==> src/rtl/clock_divider_pkg.sv <==
// clock_divider_pkg
//   Shared constants and types for the clock divider bank.
//   - CDB_* constants: default parameter values for the bank and its channels.
//   - speed_ev_e: decoded speed event, produced by a fixed-priority encoder.
//   - encode_event(): priority encoder, reset > up > down.
package clock_divider_pkg;

  localparam int unsigned CDB_WIDTH        = 32;
  localparam int unsigned CDB_NUM_CH       = 2;
  localparam int unsigned CDB_DEFAULT_HALF = 1216;
  localparam int unsigned CDB_STEP         = 100;
  localparam int unsigned CDB_MIN_HALF     = 16;
  localparam int unsigned CDB_MAX_HALF     = 100000;

  typedef enum logic [1:0] {
    EV_NONE,
    EV_RESET,
    EV_UP,
    EV_DOWN
  } speed_ev_e;

  // At most one period update per cycle; a reset request masks the others,
  // and speed-up masks speed-down.
  function automatic speed_ev_e encode_event(input logic reset_ev,
                                             input logic up_ev,
                                             input logic down_ev);
    speed_ev_e ev;
    ev = EV_NONE;
    if (reset_ev) begin
      ev = EV_RESET;
    end else if (up_ev) begin
      ev = EV_UP;
    end else if (down_ev) begin
      ev = EV_DOWN;
    end
    return ev;
  endfunction

endpackage

==> src/rtl/clock_divider_ch.sv <==
// clock_divider_ch
//   One channel of the divider bank: a half-period counter producing a 50%
//   duty divided clock, a one-cycle toggle strobe, and a saturating pending
//   half-period register that is adopted only at toggle boundaries.
// Ports
//   clk               system clock, rising edge
//   reset_n           asynchronous active-low reset
//   enable            run; when low counter/outclk/active period hold
//   speed_up_event    shorten pending half period by STEP (saturates at MIN_HALF)
//   speed_down_event  lengthen pending half period by STEP (saturates at MAX_HALF)
//   speed_reset_event restore pending half period to DEFAULT_HALF
//   outclk            divided clock (registered)
//   tick              one-cycle pulse on the edge outclk toggles
//   half_period       pending half-period value
//   at_min, at_max    pending value sits on the lower / upper bound
module clock_divider_ch
  import clock_divider_pkg::*;
#(
  parameter int unsigned WIDTH        = CDB_WIDTH,
  parameter int unsigned DEFAULT_HALF = CDB_DEFAULT_HALF,
  parameter int unsigned STEP         = CDB_STEP,
  parameter int unsigned MIN_HALF     = CDB_MIN_HALF,
  parameter int unsigned MAX_HALF     = CDB_MAX_HALF
) (
  input  logic             clk,
  input  logic             reset_n,
  input  logic             enable,
  input  logic             speed_up_event,
  input  logic             speed_down_event,
  input  logic             speed_reset_event,
  output logic             outclk,
  output logic             tick,
  output logic [WIDTH-1:0] half_period,
  output logic             at_min,
  output logic             at_max
);

  // Parameter sanity; MIN_HALF >= 1 also guarantees tick never stays high
  // on consecutive cycles.
  generate
    if (!(MIN_HALF > 0 && MIN_HALF <= DEFAULT_HALF && DEFAULT_HALF <= MAX_HALF &&
          (WIDTH >= 32 || 64'(MAX_HALF) < (64'd1 << WIDTH)))) begin : g_bad_bounds
      $fatal(1, "clock_divider_ch: need 0 < MIN_HALF <= DEFAULT_HALF <= MAX_HALF < 2**WIDTH");
    end
    if (STEP == 0) begin : g_bad_step
      $fatal(1, "clock_divider_ch: STEP must be non-zero");
    end
  endgenerate

  localparam logic [WIDTH-1:0] DEFAULT_W = WIDTH'(DEFAULT_HALF);
  localparam logic [WIDTH-1:0] MIN_W     = WIDTH'(MIN_HALF);
  localparam logic [WIDTH-1:0] MAX_W     = WIDTH'(MAX_HALF);
  localparam logic [WIDTH-1:0] STEP_W    = WIDTH'(STEP);
  // One extra bit so the saturation compares cannot wrap.
  localparam logic [WIDTH:0]   MIN_EXT   = (WIDTH+1)'(MIN_HALF);
  localparam logic [WIDTH:0]   MAX_EXT   = (WIDTH+1)'(MAX_HALF);
  localparam logic [WIDTH:0]   STEP_EXT  = (WIDTH+1)'(STEP);

  logic [WIDTH-1:0] counter_reg, counter_next;
  logic [WIDTH-1:0] active_half_reg, active_half_next;
  logic [WIDTH-1:0] pending_half_reg, pending_half_next;
  logic             outclk_reg, outclk_next;
  logic             tick_reg, tick_next;

  speed_ev_e        ev;
  logic [WIDTH:0]   pending_ext;

  // Pending half-period update: events are accepted regardless of enable.
  always_comb begin
    ev                = encode_event(speed_reset_event, speed_up_event, speed_down_event);
    pending_ext       = {1'b0, pending_half_reg};
    pending_half_next = pending_half_reg;
    unique case (ev)
      EV_RESET: pending_half_next = DEFAULT_W;
      EV_UP: begin
        if (pending_ext < MIN_EXT + STEP_EXT) begin
          pending_half_next = MIN_W;
        end else begin
          pending_half_next = pending_half_reg - STEP_W;
        end
      end
      EV_DOWN: begin
        // Equivalent to pending > MAX - STEP, without underflow when STEP > MAX.
        if (pending_ext + STEP_EXT > MAX_EXT) begin
          pending_half_next = MAX_W;
        end else begin
          pending_half_next = pending_half_reg + STEP_W;
        end
      end
      default: pending_half_next = pending_half_reg;
    endcase
  end

  // Counter and toggle. The active period is only replaced on the boundary
  // cycle, so the half in progress always completes at its original length.
  // An event landing on the boundary cycle is not yet in pending_half_reg,
  // so it takes effect one half later.
  always_comb begin
    counter_next     = counter_reg;
    active_half_next = active_half_reg;
    outclk_next      = outclk_reg;
    tick_next        = 1'b0;
    if (enable) begin
      if (counter_reg == active_half_reg) begin
        counter_next     = '0;
        outclk_next      = ~outclk_reg;
        tick_next        = 1'b1;
        active_half_next = pending_half_reg;
      end else begin
        counter_next = counter_reg + 1'b1;
      end
    end
  end

  always_ff @(posedge clk or negedge reset_n) begin
    if (!reset_n) begin
      counter_reg      <= '0;
      active_half_reg  <= DEFAULT_W;
      pending_half_reg <= DEFAULT_W;
      outclk_reg       <= 1'b0;
      tick_reg         <= 1'b0;
    end else begin
      counter_reg      <= counter_next;
      active_half_reg  <= active_half_next;
      pending_half_reg <= pending_half_next;
      outclk_reg       <= outclk_next;
      tick_reg         <= tick_next;
    end
  end

  assign outclk      = outclk_reg;
  assign tick        = tick_reg;
  assign half_period = pending_half_reg;
  assign at_min      = (pending_half_reg == MIN_W);
  assign at_max      = (pending_half_reg == MAX_W);

endmodule

==> src/rtl/clock_divider_bank.sv <==
// clock_divider_bank
//   NUM_CH independent divided-clock channels, each with its own enable and
//   speed-up / speed-down / speed-reset controls.
// Ports
//   clk, reset_n       system clock; asynchronous active-low reset
//   enable[i]          channel i run
//   speed_*_event[i]   channel i period controls (one-cycle pulses)
//   outclk[i], tick[i] channel i divided clock and toggle strobe
//   half_period        channel i pending half period at [i*WIDTH +: WIDTH]
//   at_min[i], at_max[i] channel i pending value on the lower / upper bound
module clock_divider_bank
  import clock_divider_pkg::*;
#(
  parameter int unsigned WIDTH        = CDB_WIDTH,
  parameter int unsigned NUM_CH       = CDB_NUM_CH,
  parameter int unsigned DEFAULT_HALF = CDB_DEFAULT_HALF,
  parameter int unsigned STEP         = CDB_STEP,
  parameter int unsigned MIN_HALF     = CDB_MIN_HALF,
  parameter int unsigned MAX_HALF     = CDB_MAX_HALF
) (
  input  logic                    clk,
  input  logic                    reset_n,
  input  logic [NUM_CH-1:0]       enable,
  input  logic [NUM_CH-1:0]       speed_up_event,
  input  logic [NUM_CH-1:0]       speed_down_event,
  input  logic [NUM_CH-1:0]       speed_reset_event,
  output logic [NUM_CH-1:0]       outclk,
  output logic [NUM_CH-1:0]       tick,
  output logic [NUM_CH*WIDTH-1:0] half_period,
  output logic [NUM_CH-1:0]       at_min,
  output logic [NUM_CH-1:0]       at_max
);

  generate
    if (NUM_CH < 1) begin : g_bad_num_ch
      $fatal(1, "clock_divider_bank: NUM_CH must be at least 1");
    end

    for (genvar gi = 0; gi < NUM_CH; gi++) begin : g_ch
      clock_divider_ch #(
        .WIDTH       (WIDTH),
        .DEFAULT_HALF(DEFAULT_HALF),
        .STEP        (STEP),
        .MIN_HALF    (MIN_HALF),
        .MAX_HALF    (MAX_HALF)
      ) u_ch (
        .clk              (clk),
        .reset_n          (reset_n),
        .enable           (enable[gi]),
        .speed_up_event   (speed_up_event[gi]),
        .speed_down_event (speed_down_event[gi]),
        .speed_reset_event(speed_reset_event[gi]),
        .outclk           (outclk[gi]),
        .tick             (tick[gi]),
        .half_period      (half_period[gi*WIDTH +: WIDTH]),
        .at_min           (at_min[gi]),
        .at_max           (at_max[gi])
      );
    end
  endgenerate

endmodule

==> config.mk <==
export PLATFORM = sky130hd
export DESIGN_NAME = clock_divider_bank
export DESIGN_NICKNAME = d
export VERILOG_FILES = /design/src/rtl/clock_divider_pkg.sv /design/src/rtl/clock_divider_ch.sv /design/src/rtl/clock_divider_bank.sv
export SDC_FILE = /design/constraint.sdc
export NUM_CORES = 1
export LEC_CHECK = 0
export CORE_ASPECT_RATIO = 1.2
export CORE_MARGIN = 1
export CORE_UTILIZATION = 50
export DETAILED_ROUTE_END_ITERATION = 8
export GPL_TIMING_DRIVEN = 1
export HOLD_SLACK_MARGIN = 0.15
export PLACE_DENSITY = 0.81
export SYNTH_ARGS = -nofsm -noshare
export SYNTH_HDL_FRONTEND = slang
export SYNTH_SLANG_ARGS = --single-unit
==> constraint.sdc <==
create_clock -name clk -period 8.25 [get_ports clk]
set_input_delay 1.65 -clock clk [delete_from_list [all_inputs] [get_ports clk]]
set_output_delay 1.65 -clock clk [all_outputs]
set_load 0.005 [all_outputs]
* Word level (Yosys, flattened, before mapping)
Index checks and enable logic that the tools add are counted.
** Word-level totals
- Logic and storage cells :: 58
- Register bits :: 196
- Bits of input ports :: 10
- Bits in latches :: 0
- Bits in writable memories :: 0
- Memories kept :: 0
- Output and inout port bits :: 72
- Bits in read-only memories :: 0
** Operators by class
- Div/mod/pow operators :: 0
- Eq/ne operators :: 12
- Muxes and demuxes :: 18
- Add/subtract/negate cells :: 8
- Shifts and indexed selects :: 0
- Magnitude comparators :: 4
- Multiply operators :: 0
- Reduce and logical (&&, ||, !) cells :: 4
- Bitwise logic cells :: 2
** Operators by type and width (number)
- two-way mux 32 bit :: 6
- one-hot mux 32 bit (3 select lines) :: 2
- adder 32 x 7 -> 33 bit, second input constant :: 2
- > comparator 33 x 17 -> 1 bit, second input constant :: 2
- adder 32 x 1 -> 32 bit, second input constant :: 2
- adder 32 x 7 -> 32 bit, second input constant :: 2
- equality test 32 x 17 -> 1 bit, second input constant :: 2
- equality test 32 bit :: 2
- equality test 32 x 5 -> 1 bit, second input constant :: 2
- less-than comparator 32 x 7 -> 1 bit, second input constant :: 2
- subtractor 32 x 7 -> 32 bit, second input constant :: 2
- two-way mux 2 bit :: 6
- equality test 2 bit, second input constant :: 4
- nonzero test 3 bit :: 2
- equality test 2 x 1 -> 1 bit, second input constant :: 2
- two-way mux 1 bit :: 4
- AND reduction 2 bit :: 2
- inverter 1 bit :: 2

* Depth between registers and ports, before layout
Gate-level depths: netlist of the first run.
- Depth after elaboration :: 5
- Gate-level depth with buffers :: 12
- Depth with buffers taken out :: 10

* Cells and area by module
Synthesis of the first run repeated with hierarchy kept, for this count alone.
** Unflattened totals
- Cell total of the unflattened synthesis :: 1329
- Area, all modules :: 11984.0 sq um
** By module, submodules not included
- clock_divider_ch (g_ch[1].u_ch) :: area an instance 6004.5 sq um, instances 1, cells each 674, seq. area each 2359.8 sq um
- clock_divider_ch (g_ch[0].u_ch) :: area an instance 5979.5 sq um, instances 1, cells each 655, seq. area each 2359.8 sq um

* Least setup slack after synthesis of the first run
No wires, ideal clock.
- Path kind :: register -> output
- Start :: register g_ch[0].u_ch.pending_half_reg[27]
- End :: output at_min[0]
- Required time :: 6.600 ns
- Slack :: 4.648 ns
- Cell stages (with the launch flop) :: 7
- Buffers on the path :: 2
- Arrival time :: 1.952 ns
- Path through :: dfrtp_1 > clkbuf_1 > nor4_1 > nand4_1 > or3_1 > nor4_1 > buf_4
** On the way
- Cells in the longest elaborated chain, start to end :: 1
** RTL lines
- start: declaration :: line clock_divider_ch.sv:61 : logic [WIDTH-1:0] pending_half_reg, pending_half_next;
- start signal: assignment :: line clock_divider_ch.sv:125 : pending_half_reg <= pending_half_next;
- equality test 32 x 5 -> 1 bit :: line clock_divider_ch.sv:134 : assign at_min = (pending_half_reg == MIN_W);
- end: declaration :: line clock_divider_bank.sv:30 : output logic [NUM_CH-1:0] at_min,
Every way passes these cells.

* Final worst setup path of the first run
- Start :: register g_ch[1].u_ch.pending_half_reg[20]
- End :: output at_max[1]
** On the way
- Cells in the longest elaborated chain, start to end :: 1
** RTL lines
- start: declaration :: line clock_divider_ch.sv:61
- start signal: assignment :: line clock_divider_ch.sv:125
- equality test 32 x 17 -> 1 bit :: line clock_divider_ch.sv:135 : assign at_max = (pending_half_reg == MAX_W);
- end: declaration :: line clock_divider_bank.sv:31 : output logic [NUM_CH-1:0] at_max
Every way passes these cells.

==> results of run 1 <==
final cells by class:
cell class | count | area (um^2) | share of cell area
clock inverter | 14 | 179 | 0.0134
clock buffer | 18 | 439 | 0.0330
tap | 315 | 394 | 0.0296
sequential | 188 | 4720 | 0.354
multi-input combinational | 1044 | 6660 | 0.500
timing repair buffer | 86 | 842 | 0.0632
inverter | 24 | 90.1 | 0.00676
critical path, stage by stage (launching register included):
cell	delay, ps
dfrtp_1	550
nor4_1	530
nor4bb_1	510
nand2_1	180
nor4_1	490
clkdlybuf4s50_1	600
layout by cell type, fill, tap and decap left out, types with 24 or more instances in the layout:
cell type,count
dfrtp_1,176
nor2_1,149
nand2_1,120
o21ai_0,80
clkdlybuf4s50_1,76
nand3_1,71
xor2_1,70
xnor2_1,65
mux2_2,59
nand4_1,54
a21oi_1,41
nor3_1,39
nor4_1,30
inv_1,24
power by group:
group | internal (mW) | leakage (nW) | switching, mW
Combinational | 0.496 | 2.88 | 0.584
Clock | 0.468 | 0.300 | 0.392
Sequential | 1.05 | 2.53 | 0.317
Total | 2.02 | 5.71 | 1.29
kinds of logic after synthesis:
group                      count (synthesis)  synth area share
and+or+nand+nor                          586             0.250
AOI/OAI and AO/OA                        240             0.130
DFF                                      188             0.394
xor gates and xnor gates                 135            0.0988
buffers and inverters                    134            0.0508
muxes                                     67            0.0624
adders and majority gates                 12            0.0125
other                                      1          0.000313
metal layers:
| layer | GRT usage | up-vias | part of all wire |
|---|---|---|---|
| met3 | 0.0457 | 90 | 0.054 |
| li1 | - | 4876 | - |
| met1 | 0.312 | 4985 | 0.41 |
| met5 | 0 | - | 0 |
| met2 | 0.445 | 376 | 0.50 |
| met4 | 0.126 | 0 | 0.039 |
how the worst max path moves through the flow:
stage | end | slack (ps) | from
global placement | at_max[1] | 3850 | g_ch[1].u_ch.half_period[20]
finish | at_max[1] | 3310 | g_ch[1].u_ch.half_period[20]
CTS | at_max[1] | 3330 | g_ch[1].u_ch.half_period[20]
detailed placement | at_max[1] | 3860 | g_ch[1].u_ch.half_period[20]
global route | at_min[1] | 3090 | g_ch[1].u_ch.half_period[20]
floorplan | at_min[0] | 4650 | g_ch[0].u_ch.half_period[27]
stage by stage:
stage | total power, mW | utilization | area (um^2) | setup WS, ps
floorplan | 2.05 | - | 12000 | 4650
global placement | 2.42 | 0.544 | 12700 | 3850
detailed placement | 2.44 | 0.544 | 12700 | 3860
CTS | 3.31 | 0.570 | 13300 | 3330
global route | 3.51 | 0.570 | 13300 | 3090
finish | 3.31 | 0.570 | 13300 | 3310
==> results.cfg, run 1 <==
[run_status]
status = finished, final reports clean

[hold_path]
hold_depth = 1
worstHoldEndpoint = g_ch[1].u_ch.outclk
hp-class = reg2reg
min_from = g_ch[1].u_ch.outclk

[timing]
fin_setup_tns_ps = 0
setup_viol = 0
slew_violations = 0
whs_ps = 462
period_needed_ps = 4940
rsz0062_at_grt = no
worst_slew_pin_slew_ps = 1340
skew_ps = 20.4
max_freq_mhz = 202
hold_violations = 0
finalCritPeriodShare = 0.599
relSlewSlack = 0.100

[pwr]
peakVddDrop_mv = 0.173
p_per_area_nw_per_um2 = 249
p_leak_nw = 5.71

[clock_tree]
cts_root_buf = clkbuf_16
numCtsBuffers = 17
cts_setup_buffers = 0
clockBufferDepth = 2
h-tree-depth = 4
cts_tree = done
post_cts_resize_count = 0
cts_hold_buffers = 0
insertion_delay_ps = 450
cts_sinks = 188
clkTransAtPathRegs_ps = 70

[logic_synthesis]
synth_most_common_cell = dfrtp_1
synth.top_cell.area_share = 0.368
synth_area_um2 = 12000
ys_ff_latch = 188
ys_types = 81
yosysWarningCount = 0
ys_seq_area_frac = 0.394
synth_flop_cell = dfrtp_1
async_flop_share = 1.00
synth_common_cells = 176 x dfrtp_1, 149 x nor2_1, 120 x nand2_1
synth_top_cells_by_area = dfrtp_1 37%, mux2_2 5.6%, xor2_1 5.1%
synth_edf_count = 0
syn_area_per_cell_um2 = 8.78
yosysTopAreaCell = dfrtp_1
synthCells = 1363

[critical_path]
crit_path_max_fanout = 17
cp.arrival_ps = 3290
setup.worst_path.end_class = primary output
critical_path.startpoint_type = flop
worst-r2r-cell-count = 8
r2r_start = g_ch[1].u_ch.half_period[20]
ff2ff_setup_slack_ps = 4440
cp.required_ps = 6600
reg2reg_to = g_ch[1].u_ch.half_period[11]
crit_type = reg2out

[floorplan]
io-pin-count = 82
rows = 61
dieWidth_um = 143
die-area_um2 = 24600
die_y_um = 171
start_util = 0.512
coreArea_um2 = 23400

[place]
dp_hpwl_um = 21500
numPortBuffers = 77
dp.cells = 1657
place_congestion = 0.932

[cells_and_area]
stdcell_count = 1689
nNetsFinal = 1383
layout-drive-gt1-share = 0.0990
fillerInstances = 2100
largest_reg_flops = 64
syn_to_final_growth_pct = 11.3
num_antenna_cells = 0

[routing]
firstDrtPassIters = 6
wl_per_cell_um = 18.2
drtAntennaViolNets = 0
dr_total_vias = 10327
first_iter_violations = 729
drt-total-wl_um = 30800
drc = 0
vias_per_cell = 6.11

[global_routing]
grt_max_degree = 117
grt_overflow = 0
grt_pass1_wl_um = 50000
antenna_found_initial = 0
grt_pass1_vias = 9806
grt_usage = 0.258

[job]
cap_violations = 0
Note: power is estimated with default switching activity, not from simulation.
==> run 2, diff against run 1 <==
PLACE_DENSITY = 0.84   (was 0.81)
clock period = 4.5 ns   (was 8.25 ns; I/O delays follow)
==> run 2 against run 1 <==
  * Clock skew down 8.5 ps
  * Die area unchanged
  * Worst setup slack worse by 3100 ps
  * Sequential share of layout area down 0.28 points
  * Sequential power up 82%
  * Highest routed layer unchanged
==> results.cfg, run 2 (synthesis gave the netlist of run 1 again) <==
[run_status]
status = finished, final reports clean

[timing]
fin_ws_ps = 174
finalCritPeriodShare = 0.961
fin_setup_tns_ps = 0
setup_viol = 0
slew_violations = 0
hold_violations = 0
relSlewSlack = 0.303
skew_ps = 12.0
period_needed_ps = 4330
rsz0062_at_grt = no
max_freq_mhz = 231
worst_slew_pin_slew_ps = 1040

[clock_tree]
cts_root_buf = clkbuf_16
cts_sinks = 188
post_cts_resize_count = 0
clockBufferDepth = 2
cts_hold_buffers = 0
numCtsBuffers = 17
h-tree-depth = 4
insertion_delay_ps = 440
cts_setup_buffers = 0
clkTransAtPathRegs_ps = 80
cts_tree = done

[critical_path]
ff2ff_setup_slack_ps = 960
critPathBufInv = 1
cp.required_ps = 3600
crit_type = reg2out
cp.arrival_ps = 3430
setup.worst_path.end_class = primary output
crit_path_max_fanout = 17
critPathLaunch = g_ch[1].u_ch.half_period[20]
critical_path.startpoint_type = flop
r2r_start = g_ch[1].u_ch.half_period[20]
worst_path_most_repeated_cell = nor4_1
critPathMaxStageDelay_ps = 610
cpLargestDelayFamily = simple AND/OR/NAND/NOR gates
crit_chain = nor4_1 > nor4bb_1 > nand2_1 > nor4_1 > clkdlybuf4s50_1
critical_path.slowest_cell = clkdlybuf4s50_1

[hold_path]
hp-class = in2async

[routing]
firstDrtPassIters = 5
drt-total-wl_um = 30600
first_iter_violations = 850
drc = 0
vias_per_cell = 6.16
drtAntennaViolNets = 0
wl_per_cell_um = 18.0
dr_total_vias = 10470

[floorplan]
io-pin-count = 82
start_util = 0.512
die_y_um = 171
rows = 61
coreArea_um2 = 23400
die-area_um2 = 24600
dieWidth_um = 143

[pwr]
peakVddDrop_mv = 0.318
p_leak_nw = 5.78
p_per_area_nw_per_um2 = 454

[place]
dp.cells = 1667
place_congestion = 0.923
numPortBuffers = 77
post_dp_cell_area_um2 = 12800
dp_hpwl_um = 21900
post-place-ws_ps = 705

[global_routing]
grt_overflow = 0
antenna_found_initial = 0
grt_max_degree = 86
grt_usage = 0.258
grt_pass1_vias = 10090
grt_pass1_wl_um = 50200

[cells_and_area]
stdcell_count = 1699
final_area_um2 = 13400
nNetsFinal = 1393
fillerInstances = 2029
multi_input_area_um2 = 6660
final_common_cell = dfrtp_1
layout_common_cells = 176 x dfrtp_1, 149 x nor2_1, 120 x nand2_1
layout-drive-gt1-share = 0.105
syn_to_final_growth_pct = 12.2
largest_reg_flops = 64
num_antenna_cells = 0
seq_area_um2 = 4720

[job]
cap_violations = 0
-- run 2: changes by cell type in the layout (fill, tap and decap cells not counted) --
cell	before	now
buf_4	9	17
clkinv_4	4	1
buf_12	0	2
inv_8	3	5
clkbuf_8	2	1
clkinv_2	0	1
clkinv_8	1	2
clkinvlp_4	1	0
inv_6	3	4
-- run 2: per-stage QoR --
stage                     hold WS [ps]   util  total power [mW]
after global placement             459  0.548              4.42
after floorplan                    443      -              3.76
after global routing               478  0.575              6.45
after detailed placement           456  0.548              4.48
final                              447  0.575              6.09
after CTS                          470  0.575              6.07
-- run 2: power breakdown --
| group | switching, mW | total (mW) | internal, mW | leakage, nW |
|---|---|---|---|---|
| logic | 1.09 | 2.01 | 0.918 | 2.94 |
| clock network | 0.732 | 1.59 | 0.854 | 0.308 |
| registers | 0.560 | 2.49 | 1.93 | 2.53 |
-- run 2: final timing paths --
path                                              endpoint  cells after the start
min in group clk                       g_ch[0].u_ch.outclk                      1
hold reg to reg                        g_ch[0].u_ch.outclk                      1
hold / removal                g_ch[1].u_ch.half_period[26]                      1
setup / recovery                                 at_max[1]                      5
setup reg to reg              g_ch[1].u_ch.half_period[14]                      9
max in group asynchronous  g_ch[1].u_ch.active_half_reg[6]                      2
-- run 2: area by class of cell --
type | count | area share
timing repair buffer | 96 | 0.0702
clock buffer | 17 | 0.0317
tap | 315 | 0.0294
inverter | 24 | 0.00671
sequential | 188 | 0.352
multi-input combinational | 1044 | 0.496
clock inverter | 15 | 0.0147
-- run 2: metal layers --
metal	GRT usage	wire length (um)
met1	0.310	12200
met2	0.453	15700
met3	0.0365	1630
met4	0.125	1090
met5	0	0
==> RTL change: new RTL, settings of run 2 <==
Put a register stage on the output `at_min`, without a reset. The value now appears one clock later. The other outputs are not delayed to match.
--- a/src/rtl/clock_divider_bank.sv
+++ b/src/rtl/clock_divider_bank.sv
@@ -31,6 +31,8 @@
   output logic [NUM_CH-1:0]       at_max
 );
 
+  logic [NUM_CH-1:0] at_min_d;
+
   generate
     if (NUM_CH < 1) begin : g_bad_num_ch
       $fatal(1, "clock_divider_bank: NUM_CH must be at least 1");
@@ -53,11 +55,15 @@
         .outclk           (outclk[gi]),
         .tick             (tick[gi]),
         .half_period      (half_period[gi*WIDTH +: WIDTH]),
-        .at_min           (at_min[gi]),
+        .at_min           (at_min_d[gi]),
         .at_max           (at_max[gi])
       );
     end
   endgenerate
 
+  always_ff @(posedge clk) begin
+      at_min <= at_min_d;
+  end
+
 endmodule
 
Function: same outputs for any inputs over 4 cycles, from zero or initial values and one cycle with reset_n low; that may be too few to reach the edited logic, so the function may still have changed.
==> RTL change against run 2 <==
Cell area is 0.57% higher. Core utilization is 0.33 points higher. Total power is 1.4% higher. Sequential share of layout area is 0.098 points higher. Fmax is 7.8% higher. Area after synthesis is 0.53% higher. Clock skew is 0.0045 ns higher. Worst setup slack better by 0.31 ns. Sequential cell count is 2 higher. Global-route usage is 1.5 points higher. Wire length is 6.6% higher. Die area is 0.53% higher. Largest cell class unchanged.
==> RTL change: results (changes against run 2) <==
- The ratio of cells with drive above 1 in the final layout came to 0.107 (+0.00152).
* Max-slew violation count: 0 (unchanged)
- Sorting the synthesized cells by area gives the leading types as sky130_fd_sc_hd__dfrtp_1, sky130_fd_sc_hd__mux2_2, sky130_fd_sc_hd__xnor2_1, sky130_fd_sc_hd__nor2_1, sky130_fd_sc_hd__xor2_1.
- Ys async rst share: 0.989 (-0.0105)
- The synthesized netlist cell count was 1,363 (unchanged).
- Setup slack at placement: 0.858 ns (+0.153 ns)
* Final layout net count: 1,392 (-0.072%)
- The iteration count of the initial detailed-routing pass was 5 (unchanged).
- Number of instances in the placed design: 1,666 (-0.060%)
- In the synthesized netlist, the cells that appear most often are sky130_fd_sc_hd__dfrtp_1, sky130_fd_sc_hd__nor2_1, sky130_fd_sc_hd__nand2_1, sky130_fd_sc_hd__o21ai_0, sky130_fd_sc_hd__clkbuf_1.
* Multiplexer share of the synthesized area: 0.0628 (+0.000397)
- HPWL reported at the end of detailed placement: 23,500 um (+7.1%)
* Fraction of synthesized cell area in xor and xnor cells: 0.0925 (-0.00635)
* Sequential area share after synthesis: 0.396 (+0.00124)
- The number of design-rule violations left by the first detailed-router iteration came to 830 (-2.4%).
- The global-route wire length before repair is 52,600 um (+4.9%).
- Number of flip-flops under the largest register name: 64 (unchanged)
- The antenna diode count was 0 (unchanged).
* Run status: completed
* Data arrival time of the critical path: 3.11 ns (-0.32 ns)
- Drt total wl: 32,700 um (+6.6%)
* Clock slew at the register clock pins of the worst setup and hold paths: 0.08 ns (about the same)
- Tot GR Track Use: 0.273 (+0.0153)
- The number of library cell types mapped by synthesis came to 75 (-7.4%).
- The largest fanout on the critical path is 16 (-1).
- CTS root buf: sky130_fd_sc_hd__clkbuf_16
* Last weighted congestion value of the routability-driven placer: 0.932 (+0.97%)
- The leakage power was 5.84 nW (+0.98%).
- Avg WL per Cell: 19.2 um (+6.7%)
* Insertion delay to the later sink of the worst-skew pair: 0.45 ns
- Slew at the pin with the worst max-slew slack: 1.03 ns (-0.00642 ns)
* Placed inst area: 12,900 sq um (+0.62%)
- Max clock buf depth: 2 (unchanged)
* Via count of the first global-routing pass: 10,300 (+2.2%)
- # resized after CTS: 0 (unchanged)
- The level count of the clock H-tree was 4 (unchanged).
* Arithmetic-cell share of the synthesized area counting full adders, half adders and majority gates: 0.0125 (-0.0000666)
* Pin count of the biggest net entering global routing: 123 (+43%)
- Worst clock skew: 0.0165 ns (+0.00452 ns)
- Worst hold path type: reg -> reg
- Count of buffers inserted at the top-level ports: 77 (unchanged)
* Synthesis Warnings: 0 (unchanged)
* Kind of critical path: reg -> out
- Buffers inserted by post-CTS timing repair: 0 (unchanged)
* Number of antenna violations at the first check in global routing: 0 (unchanged)
* CTS buffer count: 17 (unchanged)
* Area fraction in compound gates after synthesis: 0.147 (+0.0170)
- The peak ir drop on the vdd network was 0.000331 V (+4.4%).
- Vias per inst: 6.30 (+2.3%)
[RTL change: changes by cell type in the layout (fill, tap and decap cells not counted), sizes merged, moves of 5 or more]
cell | before | now
and3 | 17 | 30
nand2 | 120 | 107
nand3 | 71 | 59
o21ai | 81 | 89
xor2 | 70 | 62
nor3 | 40 | 47
nand2b | 15 | 9
nor2b | 1 | 7
a21oi | 41 | 46
o41ai | 7 | 2
[RTL change: layer usage]
| metal | wire length (um) | vias to the layer above | track usage |
|---|---|---|---|
| li1 | - | 4905 | - |
| met3 | 1960 | 102 | 0.0402 |
| met4 | 1130 | 0 | 0.137 |
| met2 | 16600 | 486 | 0.480 |
| met5 | 0 | - | 0 |
| met1 | 13000 | 5210 | 0.324 |
[RTL change: critical path, cell delays in order, from the launching register on]
cell and delay (ns):
sky130_fd_sc_hd__dfrtp_1 0.56, sky130_fd_sc_hd__or4_1 0.62, sky130_fd_sc_hd__nor3_2 0.34, sky130_fd_sc_hd__nand2_1 0.13, sky130_fd_sc_hd__nor4_1 0.44, sky130_fd_sc_hd__clkdlybuf4s50_1 0.58
[RTL change: cells by family (layout without fill, tap and decap cells)]
kind of cell,count (synthesis),count (layout)
AOI/OAI and AO/OA,268,268
xor gates and xnor gates,127,127
adders and majority gates,12,12
buffers and inverters,134,151
DFF,190,190
muxes,68,68
other,1,4
and+or+nand+nor,563,563
[RTL change: where the power goes]
part	internal, mW	total [mW]	leakage, nW	switching (mW)
combinational	0.957	2.08	2.98	1.13
clock	0.780	1.57	0.298	0.791
sequential	1.99	2.52	2.55	0.531
total	3.72	6.17	5.84	2.45
[RTL change: worst paths after layout]
kind                            slack (ns)                                  endpoint                                startpoint  cells after the start
worst max register to register        0.80  g_ch[1].u_ch.half_period[11]$_DFFE_PN0P_   g_ch[1].u_ch.half_period[2]$_DFFE_PN0P_                     10
worst max-delay path                  0.49                                 at_max[1]  g_ch[1].u_ch.half_period[20]$_DFFE_PN0P_                      5
worst min-delay path                  0.47           g_ch[1].u_ch.outclk$_DFFE_PN0P_           g_ch[1].u_ch.outclk$_DFFE_PN0P_                      1
max in group asynchronous             2.88   g_ch[1].u_ch.half_period[6]$_DFFE_PN1P_                                   reset_n                      2
min in group asynchronous             0.53  g_ch[1].u_ch.half_period[30]$_DFFE_PN0P_                                   reset_n                      1
worst min register to register        0.47           g_ch[1].u_ch.outclk$_DFFE_PN0P_           g_ch[1].u_ch.outclk$_DFFE_PN0P_                      1
[RTL change: cell type report]
class,instances,area [sq um]
clock buffer,18,439
clock inverter,14,181
tap,315,394
fill,2070,9850
timing repair buffer,97,950
sequential,190,4760
multi-input combinational,1042,6700
inverter,22,82.6
